**src/rtl/fetch_unit_if.sv**
```systemverilog
// Fetch-unit bus bundle: instruction-memory port, redirect request and the
// decode-side valid/ready handshake. The fetch unit connects through the
// master modport; the memory/decode environment uses the slave modport.
interface fetch_unit_if #(
  parameter int N = 32,
  parameter int K = 512
);
  localparam int AW = (K > 1) ? $clog2(K) : 1;

  logic [AW-1:0] IramAddr;
  logic [N-1:0]  IramData;
  logic          RedirValid;
  logic [31:0]   RedirPc;
  logic          InstrValid;
  logic          InstrReady;
  logic [N-1:0]  Instr;
  logic [31:0]   InstrPc;

  modport master (
    output IramAddr,
    input  IramData,
    input  RedirValid,
    input  RedirPc,
    output InstrValid,
    input  InstrReady,
    output Instr,
    output InstrPc
  );

  modport slave (
    input  IramAddr,
    output IramData,
    output RedirValid,
    output RedirPc,
    input  InstrValid,
    output InstrReady,
    input  Instr,
    input  InstrPc
  );
endinterface

```
**src/rtl/fetch_unit.sv**
```systemverilog
// Instruction fetch unit: two-stage (address issue / data capture) fetch
// pipeline in front of a synchronous instruction RAM with one-cycle read
// latency. A stalled output stage re-issues the in-flight address so the RAM
// output keeps presenting the in-flight word, which removes the need for a
// skid buffer. Redirects flush both stages and restart at the new target.
//
// Optional build macro: FETCH_PERF_CNT_EN adds the 32-bit saturating StallCnt
// output counting cycles where a valid instruction waits on decode.
module fetch_unit #(
  parameter int          N        = 32,
  parameter int          K        = 512,
  parameter logic [31:0] RESET_PC = 32'h0
) (
  input  logic           Clk,
  input  logic           Rst,
  fetch_unit_if.master   bus
`ifdef FETCH_PERF_CNT_EN
  ,
  output logic [31:0]    StallCnt
`endif
);

  localparam int AW = (K > 1) ? $clog2(K) : 1;

  // ifv lives in bit 0 of the state encoding: BOOT has nothing in flight,
  // RUN and HOLD both have a word in flight.
  typedef enum logic [1:0] {
    S_BOOT = 2'b00,
    S_RUN  = 2'b01,
    S_HOLD = 2'b11
  } state_t;

  state_t        state_q, state_d;
  logic [31:0]   pc_q, pc_d;
  logic [31:0]   ifpc_q, ifpc_d;
  logic          instr_valid_q, instr_valid_d;
  logic [N-1:0]  instr_q, instr_d;
  logic [31:0]   instr_pc_q, instr_pc_d;

  logic          ifv;
  logic          adv;
  logic [31:0]   fetch_addr;
  logic          unused_addr_bits;

  assign ifv = state_q[0];

  // The output stage may move whenever it is empty or being consumed.
  assign adv = !instr_valid_q || bus.InstrReady;

  // While stalled the in-flight address is re-issued so IramData stays put.
  assign fetch_addr       = adv ? pc_q : ifpc_q;
  assign bus.IramAddr     = fetch_addr[AW+1:2];
  assign unused_addr_bits = ^{fetch_addr[31:AW+2], fetch_addr[1:0], bus.RedirPc[1:0]};

  assign bus.InstrValid = instr_valid_q;
  assign bus.Instr      = instr_q;
  assign bus.InstrPc    = instr_pc_q;

  // FSM next state: redirect flushes to BOOT, otherwise RUN/HOLD track adv.
  always_comb begin
    state_d = state_q;
    if (bus.RedirValid) begin
      state_d = S_BOOT;
    end else begin
      case (state_q)
        S_BOOT:         if (adv) state_d = S_RUN;
        S_RUN, S_HOLD:  state_d = adv ? S_RUN : S_HOLD;
        default:        state_d = S_BOOT;
      endcase
    end
  end

  // Datapath next state: redirect beats advance, advance beats hold.
  always_comb begin
    pc_d          = pc_q;
    ifpc_d        = ifpc_q;
    instr_valid_d = instr_valid_q;
    instr_d       = instr_q;
    instr_pc_d    = instr_pc_q;
    if (bus.RedirValid) begin
      pc_d          = {bus.RedirPc[31:2], 2'b00};
      instr_valid_d = 1'b0;
    end else if (adv) begin
      instr_valid_d = ifv;
      instr_d       = bus.IramData;
      instr_pc_d    = ifpc_q;
      ifpc_d        = pc_q;
      pc_d          = pc_q + 32'd4;
    end
  end

  // State and datapath registers, cleared asynchronously so a mid-stream
  // reset drops any held instruction immediately.
  always_ff @(posedge Clk or posedge Rst) begin
    if (Rst) begin
      state_q       <= S_BOOT;
      pc_q          <= RESET_PC;
      ifpc_q        <= 32'h0;
      instr_valid_q <= 1'b0;
      instr_q       <= '0;
      instr_pc_q    <= 32'h0;
    end else begin
      state_q       <= state_d;
      pc_q          <= pc_d;
      ifpc_q        <= ifpc_d;
      instr_valid_q <= instr_valid_d;
      instr_q       <= instr_d;
      instr_pc_q    <= instr_pc_d;
    end
  end

`ifdef FETCH_PERF_CNT_EN
  logic [31:0] stall_cnt_q, stall_cnt_d;

  // Count decode back-pressure cycles; saturate instead of wrapping and
  // keep counting across redirects.
  always_comb begin
    stall_cnt_d = stall_cnt_q;
    if (instr_valid_q && !bus.InstrReady && (stall_cnt_q != 32'hFFFF_FFFF)) begin
      stall_cnt_d = stall_cnt_q + 32'd1;
    end
  end

  // Stall counter register, cleared only by reset.
  always_ff @(posedge Clk or posedge Rst) begin
    if (Rst) begin
      stall_cnt_q <= 32'h0;
    end else begin
      stall_cnt_q <= stall_cnt_d;
    end
  end

  assign StallCnt = stall_cnt_q;
`endif

endmodule
```
**src/flat_wrapper.sv**
```systemverilog
// flat-port wrapper written by rule: the top's interface ports become plain ports
module fetch_unit_flat 
#(
  parameter int          N        = 32,
  parameter int          K        = 512,
  parameter logic [31:0] RESET_PC = 32'h0
)
  (Clk, Rst, bus_IramAddr, bus_IramData, bus_RedirValid, bus_RedirPc, bus_InstrValid, bus_InstrReady, bus_Instr, bus_InstrPc);
  fetch_unit_if #(.N(N), .K(K)) bus_i ();
  input  logic Clk;
  input  logic Rst;
  output wire logic [$bits(bus_i.IramAddr)-1:0] bus_IramAddr;
  input wire logic [$bits(bus_i.IramData)-1:0] bus_IramData;
  input wire logic [$bits(bus_i.RedirValid)-1:0] bus_RedirValid;
  input wire logic [$bits(bus_i.RedirPc)-1:0] bus_RedirPc;
  output wire logic [$bits(bus_i.InstrValid)-1:0] bus_InstrValid;
  input wire logic [$bits(bus_i.InstrReady)-1:0] bus_InstrReady;
  output wire logic [$bits(bus_i.Instr)-1:0] bus_Instr;
  output wire logic [$bits(bus_i.InstrPc)-1:0] bus_InstrPc;
  assign bus_IramAddr = bus_i.IramAddr;
  assign bus_i.IramData = bus_IramData;
  assign bus_i.RedirValid = bus_RedirValid;
  assign bus_i.RedirPc = bus_RedirPc;
  assign bus_InstrValid = bus_i.InstrValid;
  assign bus_i.InstrReady = bus_InstrReady;
  assign bus_Instr = bus_i.Instr;
  assign bus_InstrPc = bus_i.InstrPc;
  fetch_unit #(.N(N), .K(K), .RESET_PC(RESET_PC)) u_core (.Clk(Clk), .Rst(Rst), .bus(bus_i));
endmodule
```
**config.mk**
```make
export PLATFORM = sky130hd
export DESIGN_NAME = fetch_unit_flat
export DESIGN_NICKNAME = d
export VERILOG_FILES = /design/src/rtl/fetch_unit_if.sv /design/src/rtl/fetch_unit.sv /design/src/flat_wrapper.sv
export SDC_FILE = /design/constraint.sdc
export NUM_CORES = 1
export LEC_CHECK = 0
export BUFFER_PORTS_ARGS = -buffer_cell sky130_fd_sc_hd__buf_4
export CAP_MARGIN = 20
export CORE_MARGIN = 5
export CORE_UTILIZATION = 30
export DETAILED_ROUTE_END_ITERATION = 6
export GPL_TIMING_DRIVEN = 0
export PLACE_DENSITY = 0.48
export SLEW_MARGIN = 20
export SYNTH_ARGS = -nofsm -noshare
export SYNTH_HDL_FRONTEND = slang
export SYNTH_SLANG_ARGS = --single-unit
```
**constraint.sdc**
```tcl
create_clock -name Clk -period 10.24 [get_ports Clk]
set_input_delay 1.024 -clock Clk [delete_from_list [all_inputs] [get_ports Clk]]
set_output_delay 1.024 -clock Clk [all_outputs]
set_load 0.03 [all_outputs]
```
======== Word-level counts from Yosys, hierarchy flattened ========
Cells that the tools add are included.
word-level totals
  memory bits (writable) .................. 0
  memory bits (read-only) ................. 0
  input port bits ......................... 68
  bits in latches ......................... 0
  memories ................................ 0
  word-level logic and storage cells ...... 27
  register bits ........................... 131
  output and inout port bits .............. 74
cells by class
  bitwise gates (word level) .............. 1
  mux-type cells .......................... 9
  shift operators ......................... 0
  divide/modulo/power cells ............... 0
  equality and inequality tests ........... 3
  magnitude comparators ................... 0
  $mul .................................... 0
  reduce and logical (&&, ||, !) cells .... 6
  add/sub/neg operators ................... 1
operators with widths
  cell                     count
  $mux W32                 2
  $add A32 B3 Y32 const B  1
  $mux W11                 1
  $mux W2                  3
  $pmux W2 S2              1
  $ne A3 B2 Y1 const B     1
  $eq A2 B1 Y1 const B     1
  $eq A2 B2 Y1 const B     1
  $logic_not A2 Y1         1
  $mux W1                  2
  $reduce_and A2 Y1        1
  $reduce_bool A2 Y1       1
  $reduce_or A2 Y1         1
  $logic_not A1 Y1         1
  $logic_or A1 B1 Y1       1
  $not A1 Y1               1

======== Depth between registers and ports, before layout ========
Gate-level depths: netlist of run 1.
  word-level depth ........................ 5
  depth in mapped cells ................... 6
  gate-level depth less buffers ........... 5

======== Worst setup path before layout of run 1 ========
Ideal clock, no wire load.
  path type ............................... input port to output port
  start ................................... input port bus_InstrReady
  end ..................................... output port bus_IramAddr[8]
  setup slack ............................. 7.280 ns
  data required time ...................... 9.216 ns
  arrival ................................. 1.936 ns
  cell stages on the path ................. 5
  path buffers ............................ 2
  path through ............................ or2b_1 > buf_2 > buf_2 > nand2_1 > nand2_1
between the ends
  longest elaborated chain between the ends .. 2
RTL lines
  what                line                text
  start, declared     flat_wrapper.sv:17  input wire logic [$bits(bus_i.InstrReady)-1:0] bus_InstrReady;
  $logic_or A1 B1 Y1  fetch_unit.sv:48    assign adv = !instr_valid_q || bus.InstrReady;
  $mux W11            fetch_unit.sv:51    assign fetch_addr = adv ? pc_q : ifpc_q;
  end, declared       flat_wrapper.sv:12  output wire logic [$bits(bus_i.IramAddr)-1:0] bus_IramAddr;
No other way between the ends.

======== Worst setup path in the final report of run 1 ========
  start ................................... input port bus_InstrReady
  end ..................................... output port bus_IramAddr[6]
The elaborated chain is that of the path after synthesis.

==> results of run 1 <==
==> path summary, 6_finish.rpt <==
path                                                from                               end  slack, ns  cells after the start
max                                       bus_InstrReady                   bus_IramAddr[6]       6.95                      7
min                        u_core.ifpc_q[18]$_DFFE_PP0P_     u_core.ifpc_q[18]$_DFFE_PP0P_       0.50                      1
max reg2reg                   u_core.pc_q[2]$_DFFE_PP0N_       u_core.pc_q[16]$_DFFE_PP0N_       8.19                      5
min reg2reg                u_core.ifpc_q[18]$_DFFE_PP0P_     u_core.ifpc_q[18]$_DFFE_PP0P_       0.50                      1
max in group asynchronous                            Rst        u_core.pc_q[3]$_DFFE_PP0N_       8.92                      3
min in group asynchronous                            Rst  u_core.bus.Instr[25]$_DFFE_PP0P_       0.57                      2
==> cell usage in the layout (no fill, tap or decap), drive strengths merged, types with 4 or more instances in the layout <==
cell type / n
nor2: 21
xor2: 7
inv: 6
mux2: 92
o21ai: 14
nand3: 18
o31ai: 9
dfrtp: 125
a31oi: 9
and3: 4
nand2: 54
o211ai: 4
clkbuf: 33
and4: 6
buf: 154
nor2b: 5
nand4: 12
or4: 13
==> cell families after synthesis <==
group / synth area share
xor+xnor: 0.0142
flops: 0.563
other cells: 0.000675
simple gates: 0.153
mux: 0.188
compound gates: 0.0498
buf+inv: 0.0284
fa+ha+maj: 0.00225
==> registers in the layout, indices dropped and copies added, names as in the netlist <==
| name | cells |
|---|---|
| u_core.state_q | 2 |
| u_core.bus.InstrValid | 1 |
| u_core.pc_q | 30 |
| u_core.bus.Instr | 32 |
| u_core.bus.InstrPc | 30 |
| u_core.ifpc_q | 30 |
==> power groups by stage <==
stage               Clock, mW  Sequential, mW  Combinational [mW]
floorplan                   0           0.717               0.131
global placement            0           0.636               0.354
detailed placement          0           0.638               0.360
CTS                     0.622           0.631               0.361
global route            0.644           0.642               0.380
finish                  0.605           0.630               0.353
==> through the flow <==
stage / instances / area, um2 / power (mW)
after global placement: 820 / 6870 / 0.990
after CTS: 851 / 7500 / 1.61
final: 851 / 7500 / 1.59
after global routing: 851 / 7500 / 1.67
after floorplan: 454 / 5560 / 0.848
after detailed placement: 821 / 6910 / 0.998
==> area by class of cell <==
cell class	instances	share of cell area
Timing Repair Buffer	138	0.141
Tap cell	229	0.0382
Inverter	6	0.00401
Clock buffer	23	0.0638
Buffer	26	0.0180
Clock inverter	7	0.0150
Multi-Input combinational cell	297	0.303
Sequential cell	125	0.417
==> metal layers <==
metal | vias to the layer above | routed length (um) | part of all wire | global-route usage
li1 | 1951 | - | - | -
met1 | 2029 | 6350 | 0.43 | 0.175
met2 | 97 | 7050 | 0.48 | 0.224
met3 | 9 | 1080 | 0.074 | 0.0620
met4 | 0 | 121 | 0.0083 | 0.0357
met5 | - | 0 | 0 | 0
==> impl_metrics.yaml, run 1 <==
setup_path:
  required_ns: 9.22
  cp_top_family: "buffers and inverters"
  cp_max_fo: 10
  crit_chain: "buf_4, or2b_1, buf_2, buf_2, nand2_1, nand2_1, buf_4"
  start_kind: "input pin"
  cp_data_arrival_time_ns: 2.26
  critical_path_class: "input pin to primary output"
  worst_setup_path_end_kind: "primary output"
  crit_buf_inv: 4
  critPathMaxStageDelay_ns: 0.29
  cp_slowest_cell: "buf_2"
floorplan:
  coreArea_um2: 18100
  initial_utilization: 0.307
  dieArea_um2: 21300
  die_width_um: 146
  die_h_um: 146
  rows: 49
  ios: 142
finish:
  fin_nets: 680
  multiInputGateArea_um2: 2270
  area_growth_pct: 35.0
  antenna_cells: 0
  drive_gt1_frac: 0.458
  utilization: 0.414
  seqCellArea_um2: 3130
  fill_cells: 1721
min_path:
  hold_class: "flop to flop"
global_routing:
  grt_max_degree: 93
  grtUsageTotal: 0.140
  grt_pass1_vias: 4371
  antenna_found_initial: 0
  grt_pass1_wl_um: 23800
  grt_overflow: 0
yosys:
  synth_seq_cells: 125
  synthArstFlopShare: 1.00
  ys_seq_area_frac: 0.563
  synth_edf_count: 0
  synth_cell_types: 46
  synthCells: 453
  synth_top_cell_area_share: 0.563
  yosys-top-cells-area: "dfrtp_1 (56%), mux2_2 (19%), nand2_1 (3.7%)"
  syn_area_um2: 5550
  synth_most_common_cell: "dfrtp_1"
  synth_flop_cell: "dfrtp_1"
  syn_area_per_cell_um2: 12.3
  ys_warn_count: 0
  yosysTopAreaCell: "dfrtp_1"
  synth_top_cells_by_count: "dfrtp_1 (125), mux2_2 (92), nand2_1 (54)"
power_and_ir_drop:
  p_leak_nw: 3.32
  ir_drop_v: 0.000108
  switchingPower_mw: 0.460
  clkPwrFrac: 0.381
  internal-power_mw: 1.13
  power.switching_fraction: 0.290
  pwr_density_cell_nw_per_um2: 212
  seqPwrFrac: 0.396
  p_comb_frac: 0.223
route:
  drtIter0Drc: 176
  drtAntennaViolNets: 0
  drc: 0
  viasPerCell: 4.80
  finalWirelength_um: 14600
  wl_per_cell_um: 17.2
  vias: 4086
  drt_first_pass_iters: 4
sta:
  setup_ws_ns: 6.95
  min_period_ns: 3.29
  rsz0062_at_grt: "no"
  slew_headroom: 0.623
  whs_ns: 0.503
  tns_ns: 0
  worst_pin_slew_ns: 0.565
  clock-skew-final_ns: 0.00509
  fmax_mhz: 304
  finalMaxSlewViolations: 0
  hold_viol: 0
  finalSetupViolCount: 0
  post-route-period-util: 0.321
place:
  hpwl_um: 10500
  gp_congestion: 0.757
  dp_slack_ns: 6.96
  port-buffer-count: 137
clock_network:
  worstSkewPairLatency_ns: 0.41
  htree_levels: 4
  cts.clk_slew.worst_paths_ns: 0.05
  cts_setup_buffers: 0
  holdBufCountCts: 0
  cts_resized: 0
  cts_tree: "yes"
  ctsLongestPathBuffers: 2
  cts_root_buffer: "clkbuf_16"
  cts_inserted_buffers: 17
  numClockSinks: 125
flow_run:
  drv_cap: 0
status:
  status: "complete, no violations"
Power figures use the tool's default switching activity.
==> inputs of run 2 (changes only) <==
==> constraint.sdc (replaced) <==
create_clock -name Clk -period 3.23 [get_ports Clk]
set_input_delay 0.323 -clock Clk [delete_from_list [all_inputs] [get_ports Clk]]
set_output_delay 0.323 -clock Clk [all_outputs]
set_load 0.03 [all_outputs]
==> run 2 against run 1 <==
Setup slack lost 6.1 ns. First-iteration DRC count decreased by 15%. Sequential cell count is the same. Largest power group unchanged.
==> impl_metrics.yaml, run 2 (same netlist as run 1, synthesis figures left out) <==
status:
  status: "complete, no violations"
floorplan:
  die_h_um: 146
  initial_utilization: 0.307
  die_width_um: 146
  dieArea_um2: 21300
  coreArea_um2: 18100
  ios: 142
  rows: 49
sta:
  hold_viol: 0
  slew_headroom: 0.622
  finalSetupViolCount: 0
  finalMaxSlewViolations: 0
  tns_ns: 0
  worst_pin_slew_ns: 0.568
  min_period_ns: 2.35
  whs_ns: 0.121
  fmax_mhz: 426
  post-route-period-util: 0.726
  clock-skew-final_ns: 0.00667
  setup_ws_ns: 0.885
  rsz0062_at_grt: "no"
setup_path:
  timing.rr.start: "u_core.bus.InstrValid$_DFFE_PP0N_"
  rr_worst_depth: 5
  reg2reg_to: "u_core.bus.InstrPc[24]$_DFFE_PP0P_"
  critical_path_class: "flop to primary output"
  start_kind: "flop"
  required_ns: 2.91
  cp_data_arrival_time_ns: 2.02
  worst_setup_path_end_kind: "primary output"
  r2r_slack_ns: 1.19
  cp_max_fo: 10
place:
  dp_slack_ns: 1.11
  port-buffer-count: 137
  hpwl_um: 10800
  gp_congestion: 0.773
min_path:
  whs_path_depth: 3
  holdPathEnd: "u_core.pc_q[16]$_DFFE_PP0N_"
  hold_class: "input pin to flop"
  min_from: "bus_RedirPc[16]"
route:
  finalWirelength_um: 14700
  drtAntennaViolNets: 0
  drtIter0Drc: 150
  viasPerCell: 4.90
  drc: 0
  vias: 4202
  drt_first_pass_iters: 5
  wl_per_cell_um: 17.1
finish:
  fin_nets: 684
  seqCellArea_um2: 3130
  area_growth_pct: 36.2
  multiInputGateArea_um2: 2270
  antenna_cells: 0
  fill_cells: 1771
  final_cell_mix: "buf_4 (139), dfrtp_1 (125), mux2_2 (92), nand2_1 (54), nor2_1 (21)"
  largest_reg_flops: 32
  drive_gt1_frac: 0.462
  mostFrequentLayoutCell: "buf_4"
global_routing:
  grtUsageTotal: 0.143
  grt_pass1_vias: 4503
  grt_overflow: 0
  grt_max_degree: 33
  grt_pass1_wl_um: 24100
  antenna_found_initial: 0
clock_network:
  cts_tree: "yes"
  numClockSinks: 125
  holdBufCountCts: 1
  cts.clk_slew.worst_paths_ns: 0.06
  worstSkewPairLatency_ns: 0.41
  htree_levels: 4
  cts_root_buffer: "clkbuf_16"
  cts_setup_buffers: 0
  cts_inserted_buffers: 17
  ctsLongestPathBuffers: 2
  cts_resized: 0
flow_run:
  drv_cap: 0
power_and_ir_drop:
  pwr_density_cell_nw_per_um2: 667
  ir_drop_v: 0.000355
  p_leak_nw: 3.36
## run 2: changes by cell type in the layout (fill, tap and decap cells not counted)
cell and delta:
bufinv_16 -1, clkbuf_8 +3, dlygate4sd3_1 +1, clkinv_2 +1, buf_16 -1, buf_12 +4, inv_8 -1
## run 2: where the power goes
| part | switching (mW) | internal (mW) |
|---|---|---|
| clock | 0.668 | 1.25 |
| combinational | 0.627 | 0.502 |
| sequential | 0.175 | 1.82 |
## run 2: worst max-delay path by stage
stage	start	to	slack (ns)	cells after the start
2_1_floorplan	Rst	u_core.bus.InstrPc[10]$_DFFE_PP0P_	1.37	1
3_3_place_gp	Rst	u_core.bus.InstrPc[3]$_DFFE_PP0P_	0.42	2
3_5_place_dp	u_core.bus.InstrValid$_DFFE_PP0N_	u_core.bus.InstrPc[24]$_DFFE_PP0P_	1.11	5
4_1_cts	u_core.bus.InstrValid$_DFFE_PP0N_	bus_IramAddr[8]	0.85	6
5_1_grt	u_core.bus.InstrValid$_DFFE_PP0N_	bus_IramAddr[4]	0.73	6
6_report	u_core.bus.InstrValid$_DFFE_PP0N_	bus_IramAddr[4]	0.88	6
## run 2: worst max-delay path: stages (launching register included)
cell,delay [ns]
dfrtp_1,0.38
or2b_1,0.33
buf_2,0.28
buf_2,0.27
nand2_1,0.09
nand2_1,0.10
buf_4,0.16
## run 2: final cells by class
type / count / area share
inverter: 6 / 0.00347
clock inverter: 6 / 0.0106
clock buffer: 26 / 0.0687
tap: 229 / 0.0379
multi-input combinational: 297 / 0.300
sequential: 125 / 0.414
buffer: 26 / 0.0179
timing repair buffer: 142 / 0.148
## run 2: per-stage QoR
step,power [mW],instance area [um2],util,std cells
2_1_floorplan,2.69,5560,-,454
3_3_place_gp,3.14,6870,0.380,820
3_5_place_dp,3.17,6950,0.385,824
4_1_cts,5.13,7560,0.418,857
5_1_grt,5.29,7560,0.418,857
6_report,5.04,7560,0.418,857
## run 2: routing by layer
layer  global-route usage  up-vias  wire length (um)  part of all wire
li1                     -     1966                 -                 -
met1                0.179     2109              6450              0.44
met2                0.227      107              7100              0.48
met3               0.0502       20               886             0.060
met4               0.0541        0               254             0.017
met5                    0        -                 0                 0
==> inputs of run 3 (changes only) <==
==> constraint.sdc (replaced) <==
create_clock -name Clk -period 2.32 [get_ports Clk]
set_input_delay 0.232 -clock Clk [delete_from_list [all_inputs] [get_ports Clk]]
set_output_delay 0.232 -clock Clk [all_outputs]
set_load 0.03 [all_outputs]
==> run 3 against run 2 <==
Wire length decreased by 0.13%. Die area unchanged. Sequential share of layout area about the same. Largest cell class unchanged. Clock skew about the same. First-iteration DRC count unchanged. Non-clock buffer count unchanged. Total power increased by 39%. Setup slack got worse by 0.66 ns. Sequential power increased by 39%. Combinational power increased by 39%. Global-route usage unchanged. Worst hold slack got worse by 0.091 ns.
==> impl_metrics.yaml, run 3 (same netlist as run 1, synthesis figures left out) <==
status:
  status: "complete, no violations"
route:
  drc: 0
  vias: 4166
  drt_first_pass_iters: 4
  viasPerCell: 4.86
  finalWirelength_um: 14700
  drtIter0Drc: 150
  wl_per_cell_um: 17.1
  drtAntennaViolNets: 0
finish:
  drive_gt1_frac: 0.463
  fill_cells: 1769
  antenna_cells: 0
  fin_area_um2: 7570
  final_cell_mix: "buf_4 (139), dfrtp_1 (125), mux2_2 (92), nand2_1 (54), nor2_1 (21)"
  fin_nets: 684
  area_growth_pct: 36.4
  largest_reg_flops: 32
  mostFrequentLayoutCell: "buf_4"
sta:
  slew_headroom: 0.615
  clock-skew-final_ns: 0.00668
  worst_pin_slew_ns: 0.578
  finalSetupViolCount: 0
  finalMaxSlewViolations: 0
  post-route-period-util: 0.902
  rsz0062_at_grt: "no"
  hold_viol: 0
  setup_ws_ns: 0.228
  fmax_mhz: 478
  min_period_ns: 2.09
  whs_ns: 0.0299
setup_path:
  crit_path_frequent_cell: "nand2_1"
  timing.rr.start: "u_core.bus.InstrValid$_DFFE_PP0N_"
  critPathMaxStageDelay_ns: 0.38
  crit_buf_inv: 3
  critical_path_class: "flop to primary output"
  cp_max_fo: 10
  start_kind: "flop"
  required_ns: 2.09
  cp_slowest_cell: "dfrtp_1"
  cp_top_family: "buffers and inverters"
  r2r_slack_ns: 0.28
  reg2reg_to: "u_core.bus.InstrPc[24]$_DFFE_PP0P_"
  worst_setup_path_end_kind: "primary output"
  crit_chain: "or2b_4, clkbuf_4, buf_2, nand2_1, nand2_1, buf_4"
  cp_data_arrival_time_ns: 1.86
  rr_worst_depth: 5
min_path:
  min_from: "bus_RedirPc[16]"
  hold_class: "input pin to flop"
  holdPathEnd: "u_core.pc_q[16]$_DFFE_PP0N_"
  whs_path_depth: 3
floorplan:
  coreArea_um2: 18100
  dieArea_um2: 21300
  die_width_um: 146
  die_h_um: 146
  ios: 142
  initial_utilization: 0.307
  rows: 49
power_and_ir_drop:
  ir_drop_v: 0.000495
  pwr_density_cell_nw_per_um2: 928
  p_leak_nw: 3.36
  p_total_mw: 7.03
global_routing:
  antenna_found_initial: 0
  grt_overflow: 0
  grt_pass1_vias: 4503
  grtUsageTotal: 0.143
  grt_pass1_wl_um: 24100
  grt_max_degree: 33
place:
  placed_cell_area_um2: 6950
  port-buffer-count: 137
  gp_congestion: 0.773
  hpwl_um: 10800
  dp_slack_ns: 0.199
clock_network:
  worstSkewPairLatency_ns: 0.41
  cts_root_buffer: "clkbuf_16"
  cts.clk_slew.worst_paths_ns: 0.06
  cts_tree: "yes"
  ctsLongestPathBuffers: 2
  htree_levels: 4
  numClockSinks: 125
  cts_inserted_buffers: 17
  cts_setup_buffers: 0
flow_run:
  drv_cap: 0
-- run 3: cell types whose count changed in the layout (fill, tap and decap cells not counted), sizes merged --
cell | before | now
buf | 157 | 156
clkbuf | 36 | 37
-- run 3: what timing repair did --
action / 4_1_cts / 5_1_grt
gates resized for setup: 0 / 2
hold endpoints to repair: 10 / 0
hold buffers: 1 / 0
setup endpoints to repair: 0 / 9
-- run 3: worst max path at each step --
| stage | startpoint | to | slack (ns) | cells after the start |
|---|---|---|---|---|
| 6_report | u_core.bus.InstrValid$_DFFE_PP0N_ | bus_IramAddr[4] | 0.23 | 6 |
| 4_1_cts | u_core.bus.InstrValid$_DFFE_PP0N_ | bus_IramAddr[8] | 0.03 | 6 |
| 2_1_floorplan | u_core.pc_q[2]$_DFFE_PP0N_ | u_core.pc_q[28]$_DFFE_PP0N_ | 0.53 | 5 |
| 5_1_grt | u_core.bus.InstrValid$_DFFE_PP0N_ | bus_IramAddr[4] | 0.09 | 5 |
| 3_3_place_gp | Rst | u_core.bus.InstrPc[3]$_DFFE_PP0P_ | -0.40 | 2 |
| 3_5_place_dp | u_core.bus.InstrValid$_DFFE_PP0N_ | u_core.bus.InstrPc[24]$_DFFE_PP0P_ | 0.20 | 5 |
-- run 3: routing by layer --
metal  global-route usage  wire, um
met3               0.0502       861
met2                0.227      7080
met1                0.179      6470
met5                    0         0
met4               0.0541       254
-- run 3: per-stage QoR --
step	utilization	std cells	setup TNS (ns)
6_report	0.419	857	0
5_1_grt	0.419	857	0
4_1_cts	0.418	857	0
3_5_place_dp	0.385	824	0
3_3_place_gp	0.380	820	-48.84
2_1_floorplan	-	454	0
-- run 3: layout make-up --
type	count	area [um2]	share of cell area
Multi-Input combinational cell	297	2270	0.300
Tap cell	229	287	0.0379
Clock buffer	26	519	0.0686
Sequential cell	125	3130	0.413
Clock inverter	6	80.1	0.0106
Buffer	26	138	0.0182
Timing Repair Buffer	142	1120	0.148
Inverter	6	26.3	0.00347
-- run 3: power by group --
part	internal [mW]	switching (mW)	total, mW
Sequential	2.53	0.243	2.77
Clock	1.75	0.931	2.68
Combinational	0.700	0.873	1.57
-- run 3: worst reg2reg max path, cell delays in order, from the launching register on --
cell	delay (ns)
dfrtp_1	0.38
nor2b_1	0.17
nor2_1	0.12
clkbuf_1	0.45
buf_2	0.42
mux2_2	0.38
